### src/rtl/bus_dma_pkg.sv
// Shared definitions for the bus_dma memory-to-memory DMA engine.
// Optional fill mode is enabled by defining BUS_DMA_FILL_EN.
package bus_dma_pkg;

  localparam logic [2:0] REG_SRC     = 3'd0;
  localparam logic [2:0] REG_DST     = 3'd1;
  localparam logic [2:0] REG_LEN     = 3'd2;
  localparam logic [2:0] REG_CTRL    = 3'd3;
  localparam logic [2:0] REG_PATTERN = 3'd4;

  localparam int CTRL_START  = 0;
  localparam int CTRL_DONE   = 1;
  localparam int CTRL_ERR    = 2;
  localparam int CTRL_IRQ_EN = 3;
  localparam int CTRL_FILL   = 4;

  typedef enum logic [2:0] {
    IDLE    = 3'd0,
    RD_REQ  = 3'd1,
    RD_WAIT = 3'd2,
    WR_REQ  = 3'd3,
    WR_WAIT = 3'd4,
    FINISH  = 3'd5
  } dma_state_e;

endpackage

### src/rtl/bus_dma_regs.sv
// Register file of bus_dma: decode, readback and DONE/ERR/IRQ_EN storage.
// FILL and PATTERN exist only when BUS_DMA_FILL_EN is defined.
module bus_dma_regs
  import bus_dma_pkg::*;
#(
  parameter int AddrWidth = 32,
  parameter int LenWidth  = 16
) (
  input  logic                 clk_i,
  input  logic                 rst_ni,
  input  logic                 device_req_i,
  input  logic [AddrWidth-1:0] device_addr_i,
  input  logic                 device_we_i,
  input  logic [3:0]           device_be_i,
  input  logic [31:0]          device_wdata_i,
  output logic                 device_rvalid_o,
  output logic [31:0]          device_rdata_o,
  input  logic                 busy,
  input  logic                 set_done,
  input  logic                 set_err,
  output logic [AddrWidth-1:0] src,
  output logic [AddrWidth-1:0] dst,
  output logic [LenWidth-1:0]  len,
  output logic                 start,
  output logic                 fill,
  output logic [31:0]          pattern,
  output logic                 irq
);

  logic [2:0]  reg_sel;
  logic        wr_en;
  logic        wr_ctrl;
  logic        done;
  logic        err;
  logic        irq_en;
  logic [31:0] rdata_d;
  logic [31:0] ctrl_read;
  logic        unused_addr;

  assign reg_sel     = device_addr_i[4:2];
  assign wr_en       = device_req_i && device_we_i && (device_be_i == 4'hF);
  assign wr_ctrl     = wr_en && (reg_sel == REG_CTRL);
  assign start       = wr_ctrl && device_wdata_i[CTRL_START] && !busy;
  assign irq         = done && irq_en;
  assign unused_addr = ^{device_addr_i[AddrWidth-1:5], device_addr_i[1:0]};

  always_ff @(posedge clk_i or negedge rst_ni) begin
    if (!rst_ni) begin
      src <= '0;
      dst <= '0;
      len <= '0;
    end else if (wr_en && !busy) begin
      case (reg_sel)
        REG_SRC: src <= AddrWidth'(device_wdata_i & 32'hFFFF_FFFC);
        REG_DST: dst <= AddrWidth'(device_wdata_i & 32'hFFFF_FFFC);
        REG_LEN: len <= device_wdata_i[LenWidth-1:0];
        default: ;
      endcase
    end
  end

  // Completion flags: hardware set beats START, START beats write-1-to-clear
  always_ff @(posedge clk_i or negedge rst_ni) begin
    if (!rst_ni) begin
      done   <= 1'b0;
      err    <= 1'b0;
      irq_en <= 1'b0;
    end else begin
      if (set_done) begin
        done <= 1'b1;
      end else if (start || (wr_ctrl && device_wdata_i[CTRL_DONE])) begin
        done <= 1'b0;
      end
      if (set_err) begin
        err <= 1'b1;
      end else if (start || (wr_ctrl && device_wdata_i[CTRL_ERR])) begin
        err <= 1'b0;
      end
      if (wr_ctrl) begin
        irq_en <= device_wdata_i[CTRL_IRQ_EN];
      end
    end
  end

`ifdef BUS_DMA_FILL_EN
  always_ff @(posedge clk_i or negedge rst_ni) begin
    if (!rst_ni) begin
      fill    <= 1'b0;
      pattern <= '0;
    end else begin
      if (wr_ctrl && !busy) begin
        fill <= device_wdata_i[CTRL_FILL];
      end
      if (wr_en && (reg_sel == REG_PATTERN)) begin
        pattern <= device_wdata_i;
      end
    end
  end
`else
  assign fill    = 1'b0;
  assign pattern = '0;
`endif

  assign ctrl_read = {27'd0, fill, irq_en, err, done, busy};

  always_comb begin
    rdata_d = '0;
    case (reg_sel)
      REG_SRC:     rdata_d = 32'(src);
      REG_DST:     rdata_d = 32'(dst);
      REG_LEN:     rdata_d = 32'(len);
      REG_CTRL:    rdata_d = ctrl_read;
      REG_PATTERN: rdata_d = pattern;
      default:     rdata_d = '0;
    endcase
  end

  always_ff @(posedge clk_i or negedge rst_ni) begin
    if (!rst_ni) begin
      device_rvalid_o <= 1'b0;
      device_rdata_o  <= '0;
    end else begin
      device_rvalid_o <= device_req_i;
      device_rdata_o  <= (device_req_i && !device_we_i) ? rdata_d : '0;
    end
  end

endmodule

### src/rtl/bus_dma.sv
// Word-granular memory-to-memory DMA engine: bus host FSM plus pointer/count datapath.
// Define BUS_DMA_FILL_EN to add the pattern-fill mode (write-only transfers).
module bus_dma
  import bus_dma_pkg::*;
#(
  parameter int AddrWidth = 32,
  parameter int DataWidth = 32,
  parameter int LenWidth  = 16
) (
  input  logic                 clk_i,
  input  logic                 rst_ni,
  input  logic                 device_req_i,
  input  logic [AddrWidth-1:0] device_addr_i,
  input  logic                 device_we_i,
  input  logic [3:0]           device_be_i,
  input  logic [31:0]          device_wdata_i,
  output logic                 device_rvalid_o,
  output logic [31:0]          device_rdata_o,
  output logic                 host_req_o,
  input  logic                 host_gnt_i,
  output logic [AddrWidth-1:0] host_addr_o,
  output logic                 host_we_o,
  output logic [3:0]           host_be_o,
  output logic [DataWidth-1:0] host_wdata_o,
  input  logic                 host_rvalid_i,
  input  logic [DataWidth-1:0] host_rdata_i,
  input  logic                 host_err_i,
  output logic                 irq_o
);

  dma_state_e           state_q, state_d;
  logic [AddrWidth-1:0] src, dst, src_ptr, dst_ptr;
  logic [LenWidth-1:0]  len, remaining;
  logic [DataWidth-1:0] data_q;
  logic [31:0]          pattern;
  logic                 start, fill, busy, set_done, set_err;

  assign busy = (state_q != IDLE);

  bus_dma_regs #(
    .AddrWidth(AddrWidth),
    .LenWidth (LenWidth)
  ) u_regs (
    .clk_i          (clk_i),
    .rst_ni         (rst_ni),
    .device_req_i   (device_req_i),
    .device_addr_i  (device_addr_i),
    .device_we_i    (device_we_i),
    .device_be_i    (device_be_i),
    .device_wdata_i (device_wdata_i),
    .device_rvalid_o(device_rvalid_o),
    .device_rdata_o (device_rdata_o),
    .busy           (busy),
    .set_done       (set_done),
    .set_err        (set_err),
    .src            (src),
    .dst            (dst),
    .len            (len),
    .start          (start),
    .fill           (fill),
    .pattern        (pattern),
    .irq            (irq_o)
  );

  always_ff @(posedge clk_i or negedge rst_ni) begin
    if (!rst_ni) begin
      state_q <= IDLE;
    end else begin
      state_q <= state_d;
    end
  end

  always_comb begin
    state_d = state_q;
    case (state_q)
      IDLE: begin
        if (start) begin
          if (len == '0) state_d = FINISH;
          else           state_d = fill ? WR_REQ : RD_REQ;
        end
      end
      RD_REQ:  if (host_gnt_i) state_d = RD_WAIT;
      RD_WAIT: if (host_rvalid_i) state_d = host_err_i ? FINISH : WR_REQ;
      WR_REQ:  if (host_gnt_i) state_d = WR_WAIT;
      WR_WAIT: begin
        // remaining is still the pre-decrement count here
        if (host_rvalid_i) begin
          if (host_err_i || (remaining == LenWidth'(1))) state_d = FINISH;
          else                                            state_d = fill ? WR_REQ : RD_REQ;
        end
      end
      FINISH:  state_d = IDLE;
      default: state_d = IDLE;
    endcase
  end

  always_comb begin
    host_req_o   = 1'b0;
    host_we_o    = 1'b0;
    host_be_o    = 4'h0;
    host_addr_o  = '0;
    host_wdata_o = '0;
    set_done     = 1'b0;
    set_err      = 1'b0;
    case (state_q)
      RD_REQ: begin
        host_req_o  = 1'b1;
        host_be_o   = 4'hF;
        host_addr_o = src_ptr;
      end
      WR_REQ: begin
        host_req_o   = 1'b1;
        host_we_o    = 1'b1;
        host_be_o    = 4'hF;
        host_addr_o  = dst_ptr;
        host_wdata_o = fill ? DataWidth'(pattern) : data_q;
      end
      RD_WAIT, WR_WAIT: set_err = host_rvalid_i && host_err_i;
      FINISH:           set_done = 1'b1;
      default: ;
    endcase
  end

  // Working copies so the programmed SRC/DST/LEN stay readable during a transfer
  always_ff @(posedge clk_i or negedge rst_ni) begin
    if (!rst_ni) begin
      src_ptr   <= '0;
      dst_ptr   <= '0;
      remaining <= '0;
      data_q    <= '0;
    end else begin
      if (state_q == IDLE && start) begin
        src_ptr   <= src;
        dst_ptr   <= dst;
        remaining <= len;
      end
      if (state_q == RD_WAIT && host_rvalid_i) begin
        data_q <= host_rdata_i;
      end
      if (state_q == WR_WAIT && host_rvalid_i) begin
        src_ptr   <= src_ptr + AddrWidth'(4);
        dst_ptr   <= dst_ptr + AddrWidth'(4);
        remaining <= remaining - LenWidth'(1);
      end
    end
  end

endmodule

### config.mk
export PLATFORM = sky130hd
export DESIGN_NAME = bus_dma
export DESIGN_NICKNAME = d
export VERILOG_FILES = /design/src/rtl/bus_dma_pkg.sv /design/src/rtl/bus_dma_regs.sv /design/src/rtl/bus_dma.sv
export SDC_FILE = /design/constraint.sdc
export NUM_CORES = 1
export LEC_CHECK = 0
export ABC_AREA = 1
export CAP_MARGIN = 5
export CORE_AREA = 8 8 173 175
export CTS_CLUSTER_DIAMETER = 200
export DETAILED_ROUTE_END_ITERATION = 10
export DIE_AREA = 0 0 181 183
export DONT_BUFFER_PORTS = 1
export GPL_TIMING_DRIVEN = 0
export REMOVE_ABC_BUFFERS = 1
export SETUP_SLACK_MARGIN = 0.3
export SYNTH_ARGS = -nofsm -noshare
export SYNTH_HDL_FRONTEND = slang
export SYNTH_SLANG_ARGS = --single-unit
### constraint.sdc
create_clock -name clk_i -period 1.9 [get_ports clk_i]
set_input_delay 0.285 -clock clk_i [delete_from_list [all_inputs] [get_ports clk_i]]
set_output_delay 0.285 -clock clk_i [all_outputs]
set_load 0.01 [all_outputs]
# After elaboration in Yosys (flattened, before gate mapping)
# Cells that the tools add are included.
[op_classes]
n_addsub = 3
n_mux = 28
n_reduce_logical = 32
eq_ne = 15
[ops]
columns = ["cell", "n"]
rows = [
  ["32-bit 2-to-1 mux", 6],
  ["32-bit case mux with 4 select lines", 1],
  ["32-bit by 3-bit adder with 32-bit output (second input constant)", 2],
  ["32-bit case mux with 2 select lines", 1],
  ["16-bit 2-to-1 mux", 2],
  ["3-bit 2-to-1 mux", 8],
  ["16-bit by 1-bit == test with 1-bit output (second input constant)", 1],
  ["16-bit logical NOT", 1],
  ["16-bit by 1-bit subtractor with 16-bit output (second input constant)", 1],
  ["3-bit case mux with 5 select lines", 1],
  ["1-bit logical AND", 14],
  ["3-bit by 2-bit == test with 1-bit output (second input constant)", 4],
  ["2-bit != test (second input constant)", 5],
  ["1-bit 2-to-1 mux", 8],
  ["3-bit by 1-bit == test with 1-bit output (second input constant)", 2],
  ["3-bit == test (second input constant)", 2],
  ["3-bit logical NOT", 2],
  ["2-bit AND reduction", 3],
  ["2-bit nonzero test", 3],
  ["5-bit AND reduction", 1],
  ["4-bit == test (second input constant)", 1],
  ["4-bit 2-to-1 mux", 1],
  ["2-bit OR reduction", 2],
  ["1-bit logical OR", 3],
  ["2 further kinds", 3],
]
[word_totals]
word_cells = 91
reg_bits = 227
out_inout_bits = 104
input_bits = 107

# Logic depth before layout (Yosys ltp)
[depth]
word_depth = 8
mapped_depth = 10
mapped_depth_nobuf = 10

# Hierarchy
# From an unflattened synthesis, not the netlist that was laid out.
[hier_totals]
hier_cells = 1881
area_unflattened_um2 = 13131.3
[by_module_without_submodules]
columns = ["module", "instances", "area_per_inst_um2", "seq_area_each_um2", "cells_per_inst"]
rows = [
  ["bus_dma", 1, 8114.0, 2877.8, 1288],
  ["bus_dma_regs", 1, 5017.3, 2802.7, 593],
]

# Least setup slack after synthesis
# No wires, ideal clock.
[synth_timing]
path_type = "reg2out"
from = "reg state_q[2]"
to = "out host_addr_o[10]"
setup_slack_ns = 0.186
stages_incl_launch_ff = 7
path_buffers = 1
t_arrival_ns = 1.429
t_required_ns = 1.615
path_cell_list = "dfrtp_1 -> inv_1 -> nand2_1 -> nor2_1 -> clkinv_1 -> clkbuf_1 -> o22ai_1"
[synth_between]
elab_chain_len = 2
elab_cells_between_ends = 3
classes_between = "eq/ne: 2; mux: 1"
[synth_lines]
columns = ["element", "line_no", "rtl"]
rows = [
  ["start, declared", "bus_dma.sv:31", "dma_state_e state_q, state_d;"],
  ["start signal, assigned", "bus_dma.sv:69", "state_q <= state_d;"],
  ["3-bit by 2-bit == test with 1-bit output or 3-bit by 1-bit == test with 1-bit output (tied branches)", "bus_dma.sv:105", "case (state_q)"],
  ["32-bit case mux with 2 select lines (*)", "bus_dma.sv:105", ""],
  ["end, declared", "bus_dma.sv:21", "output logic [AddrWidth-1:0] host_addr_o,"],
]
# Mark *: on every way between the ends. The rest lies on a longest branch, timed or not.

# Worst setup path in the final report
[layout_timing]
from = "reg state_q[1]"
to = "out host_addr_o[14]"
# Same word-level chain as after synthesis.

==> summary.md <==
| Metric | Value |
|---|---|
| Status | `finished with violations` |
| Failing checks | `hold timing, setup timing` |
| Worst skew pair latency | `approximately 540 ps` |
| Pre-Repair DR Iteration Count | `5` |
| CP top delay family | `simple AND/OR/NAND/NOR gates` |
| Starting DRC count in detailed routing | `1,021` |
| Clock Pin Slew Worst Setup and Hold Paths | `around 60 ps` |
| Final worst-path cycle share | `136%` |
| Wire length of the first global-routing pass | `66,500 um` |
| Final setup violating endpoints | `between 100 and 150` |
| Data arrival time of the critical path | `between 2000 and 2500 ps` |
| Final standard cell area without fillers | `0.0155 sq mm` |
| CP max FO | `8` |
| Most used standard cell by instance count after synthesis | `sky130_fd_sc_hd__nand2_1` |
| Final HPWL from detailed placement | `roughly 27,000 um` |
| Count of flip-flops with a built-in enable after synthesis | `0` |
| Fraction of layout cells with a size suffix above 1 | `11.7%` |
| Non-Filler Instances | `2,169` |
| Buffer depth of the longest clock path | `3` |
| Die boundary height | `approximately 180 um` |
| Per-cell via count in the routed design | `between 5 and 6` |
| Count of vias placed by the detailed router | `~12,000` |
| Placer congestion estimate | `just over 0.9` |
| Fraction of synthesized area in multiplexers | `0%` |
| Number of cells in the design after placement | `approximately 2,000` |
| Class of the tightest hold or removal check | `primary input to async pin` |
| Share of the core filled with cells | `between 50 and 60%` |
| PD cells | `1220 mW/mm^2` |
| Hold WS | `-543 ps` |
| Worst slew pin tran | `between 800 and 900 ps` |
| CTS tree | `done` |
| Final WS setup | `-691 ps` |
| Worst relative slew slack | `between 40% and 50%` |
| Clock sink total | `around 220` |
| Post-synthesis adder-cell area fraction | `0.417%` |
| CP max stage delay | `approximately 610 ps` |
| Routed WL per cell | `between 20 and 25 um` |
| Most used DFF post-synth | `sky130_fd_sc_hd__dfrtp_1` |
| Core Rows | `roughly 60` |
| Die width | `roughly 180 um` |
| Minimum clock period | `between 2000 and 3000 ps` |
| Via count of the first global-routing pass | `11,400` |
| Post-route antenna net violation count | `0` |
| VDD IR max | `between 0.0005 and 0.0006 V` |
| Cell taking the most area after synthesis | `sky130_fd_sc_hd__dfrtp_1` |
| Cells after synthesis | `about 1,700` |
| Final slew viol count | `0` |
| Crit. End Element | `primary output` |
| Root Buffer Master | `sky130_fd_sc_hd__clkbuf_16` |
| H-tree depth | `1` |
| Library cells used by synthesis | `30` |
| Number of failing hold endpoints at the final stage | `around 220` |
| Number of synthesized register bits | `around 220` |
| Proportion of netlist area held by the largest area contributor | `46.5%` |
| Sequence of cells on the critical path | `clkinvlp_4 > nor2_4 > clkinv_8 > buf_16 > o22ai_4` |
| Compound-cell area share of the yosys netlist | `10.0%` |
| Cell types with the highest counts after synthesis | `sky130_fd_sc_hd__nand2_1 (609), sky130_fd_sc_hd__dfrtp_1 (223), sky130_fd_sc_hd__nor2_1 (200)` |
| Mapped Avg Cell Area | `6.97 sq um` |
| Number of nets in the layout | `between 1,500 and 2,000` |
| Global-route usage over all layers | `25.3%` |
| Die area | `about 0.033 sq mm` |
| DRC violations left | `0` |
| Syn Std Cell Area | `0.0120 sq mm` |
| Final routed wirelength across all metal layers | `~44,000 um` |
| Share of synthesized cell area in and, or, nand and nor gates | `34.0%` |
| Dominant combinational cell family by area after synthesis | `simple AND/OR/NAND/NOR gates` |
| Number of maximum-capacitance violations | `0` |
| Share of the synthesized netlist area taken by xor and xnor gates | `0%` |
| Number of antenna repair diodes | `0` |
| Placement-stage cell area | `around 0.012 sq mm` |
| Share of synthesized registers carrying an async set or reset | `100%` |
| Remaining global-route overflow | `0` |
| Maximum number of pins on one net before global-route repair | `roughly 220` |
| Met1 Resource Use GR | `about 33%` |
| Leakage power of the design | `roughly 7 nW` |
| Sequential area share after synthesis | `a little under half` |
| Critical Path Slowest Stage Cell | `sky130_fd_sc_hd__nor2_4` |
| Required arrival time at the worst endpoint | `approximately 1600 ps` |
| Number of warning messages in the yosys log | `0` |
| Setup clock skew after layout | `roughly 16 ps` |
| Hold-fix buffers at CTS | `slightly below 70` |
| GR Util met3 | `approximately 5.5%` |
| GRT busiest layer | `met2` |
| Setup repair after global routing missed its margin | `true` |
| Placeable core region | `approximately 0.027 sq mm` |
| Clock buffer count from CTS | `26` |
| IO buf count | `0` |
| Starting density of the core | `a little over two fifths` |
| Crit Path Class | `register to primary output` |
| Top post-synthesis cells by area | `sky130_fd_sc_hd__dfrtp_1 (46%), sky130_fd_sc_hd__nand2_1 (19%), sky130_fd_sc_hd__nand3_1 (6.8%)` |
| Area growth from synthesis to layout | `28.9%` |
| Worst path buffer plus inverter count | `3` |
| Highest Clock Rate | `around 390 MHz` |
| IO Pins | `roughly 210` |
| CP startpoint kind | `register` |
| GR met2 Demand/Resource | `between 40 and 50%` |
| Antenna violations before repair | `0` |
[metrics by stage]
| step | power [mW] | setup TNS, ps | setup slack [ps] |
|---|---|---|---|
| after global placement | 11.1 | -520030 | -4600 |
| after detailed placement | 11.3 | -144690 | -1040 |
| final | 18.9 | -45970 | -691 |
| after global routing | 19.9 | -57000 | -699 |
| after floorplan | 9.76 | -145310 | -1550 |
| after CTS | 18.3 | -39400 | -675 |
[layer usage]
metal	vias up	wire (um)
li1	5636	-
met1	5645	18400
met2	501	19800
met3	89	3800
met4	0	1590
met5	-	0
[power breakdown]
group          internal (mW)  switching (mW)  leakage, nW
combinational           2.38            4.57         3.83
clock                   3.16            1.99        0.426
sequential              5.78            1.02         2.88
[state kept, by name, summed over array words and instances (netlist names)]
| register | count |
|---|---|
| data_q | 32 |
| dst_ptr | 30 |
| remaining | 16 |
| src_ptr | 30 |
| state_q | 3 |
| u_regs.device_rdata_o | 32 |
| u_regs.device_rvalid_o | 1 |
| u_regs.done | 1 |
| u_regs.dst | 30 |
| u_regs.err | 1 |
| u_regs.irq_en | 1 |
| u_regs.len | 16 |
| u_regs.src | 30 |
[logic make-up after synthesis]
logic type / count (synthesis)
simple gates: 1001
fa+ha+maj: 4
compound gates: 225
flops: 223
other cells: 1
buf+inv: 267
[cell type report]
cell class                      count  area, sq um
Sequential cell                   223         5590
Clock inverter                      6          119
Timing Repair inverter              4         48.8
Fill cell                        2518        11800
Tap cell                          346          433
Clock buffer                       40          763
Inverter                          193          756
Timing Repair Buffer              119         1500
Multi-Input combinational cell   1238         6270
[repair_timing]
item	CTS	global route
gates cloned	13	3
setup buffers	30	6
endpoints found under the setup margin	243	257
pin swaps	8	1
endpoints found under the hold margin	337	223
resized for setup	189	41
[path summary, 6_finish.rpt]
kind                                      startpoint                                  end  slack (ps)  cells past startpoint
max                           state_q[1]$_DFFE_PN0P_                      host_addr_o[14]        -690                      5
min                                           rst_ni                data_q[7]$_DFFE_PN0P_        -540                      0
max reg2reg                   state_q[0]$_DFFE_PN0P_           u_regs.dst[10]$_DFFE_PN0P_        -270                     10
min reg2reg                u_regs.src[5]$_DFFE_PN0P_            u_regs.src[5]$_DFFE_PN0P_         490                      2
max in group asynchronous                     rst_ni           u_regs.src[25]$_DFFE_PN0P_        1960                      0
min in group clk_i                       device_we_i  u_regs.device_rdata_o[11]$_DFF_PN0_          40                      3
[cells in the final DEF, fill, tap and decap left out, types with 3 or more instances in the layout]
| master | n |
|---|---|
| sky130_fd_sc_hd__o22ai_4 | 28 |
| sky130_fd_sc_hd__nand4_1 | 14 |
| sky130_fd_sc_hd__nand2_4 | 7 |
| sky130_fd_sc_hd__inv_1 | 182 |
| sky130_fd_sc_hd__buf_6 | 5 |
| sky130_fd_sc_hd__dlygate4sd3_1 | 68 |
| sky130_fd_sc_hd__a21oi_1 | 65 |
| sky130_fd_sc_hd__nor2_1 | 156 |
| sky130_fd_sc_hd__inv_2 | 5 |
| sky130_fd_sc_hd__buf_4 | 20 |
| sky130_fd_sc_hd__clkinv_8 | 4 |
| sky130_fd_sc_hd__nand2_2 | 3 |
| sky130_fd_sc_hd__o21ai_1 | 20 |
| sky130_fd_sc_hd__nor2_2 | 8 |
| sky130_fd_sc_hd__clkbuf_8 | 6 |
| sky130_fd_sc_hd__dfrtp_2 | 4 |
| sky130_fd_sc_hd__dfrtp_1 | 219 |
| sky130_fd_sc_hd__bufinv_16 | 3 |
| sky130_fd_sc_hd__nand2_8 | 7 |
| sky130_fd_sc_hd__clkinvlp_4 | 7 |
| sky130_fd_sc_hd__buf_16 | 9 |
| sky130_fd_sc_hd__buf_12 | 11 |
| sky130_fd_sc_hd__nor2_4 | 43 |
| sky130_fd_sc_hd__o211ai_1 | 10 |
| sky130_fd_sc_hd__clkbuf_16 | 28 |
| sky130_fd_sc_hd__o21ai_0 | 94 |
| sky130_fd_sc_hd__clkbuf_1 | 8 |
| sky130_fd_sc_hd__nand3_1 | 162 |
| sky130_fd_sc_hd__nand2_1 | 600 |
Power figures use the tool's default switching activity.
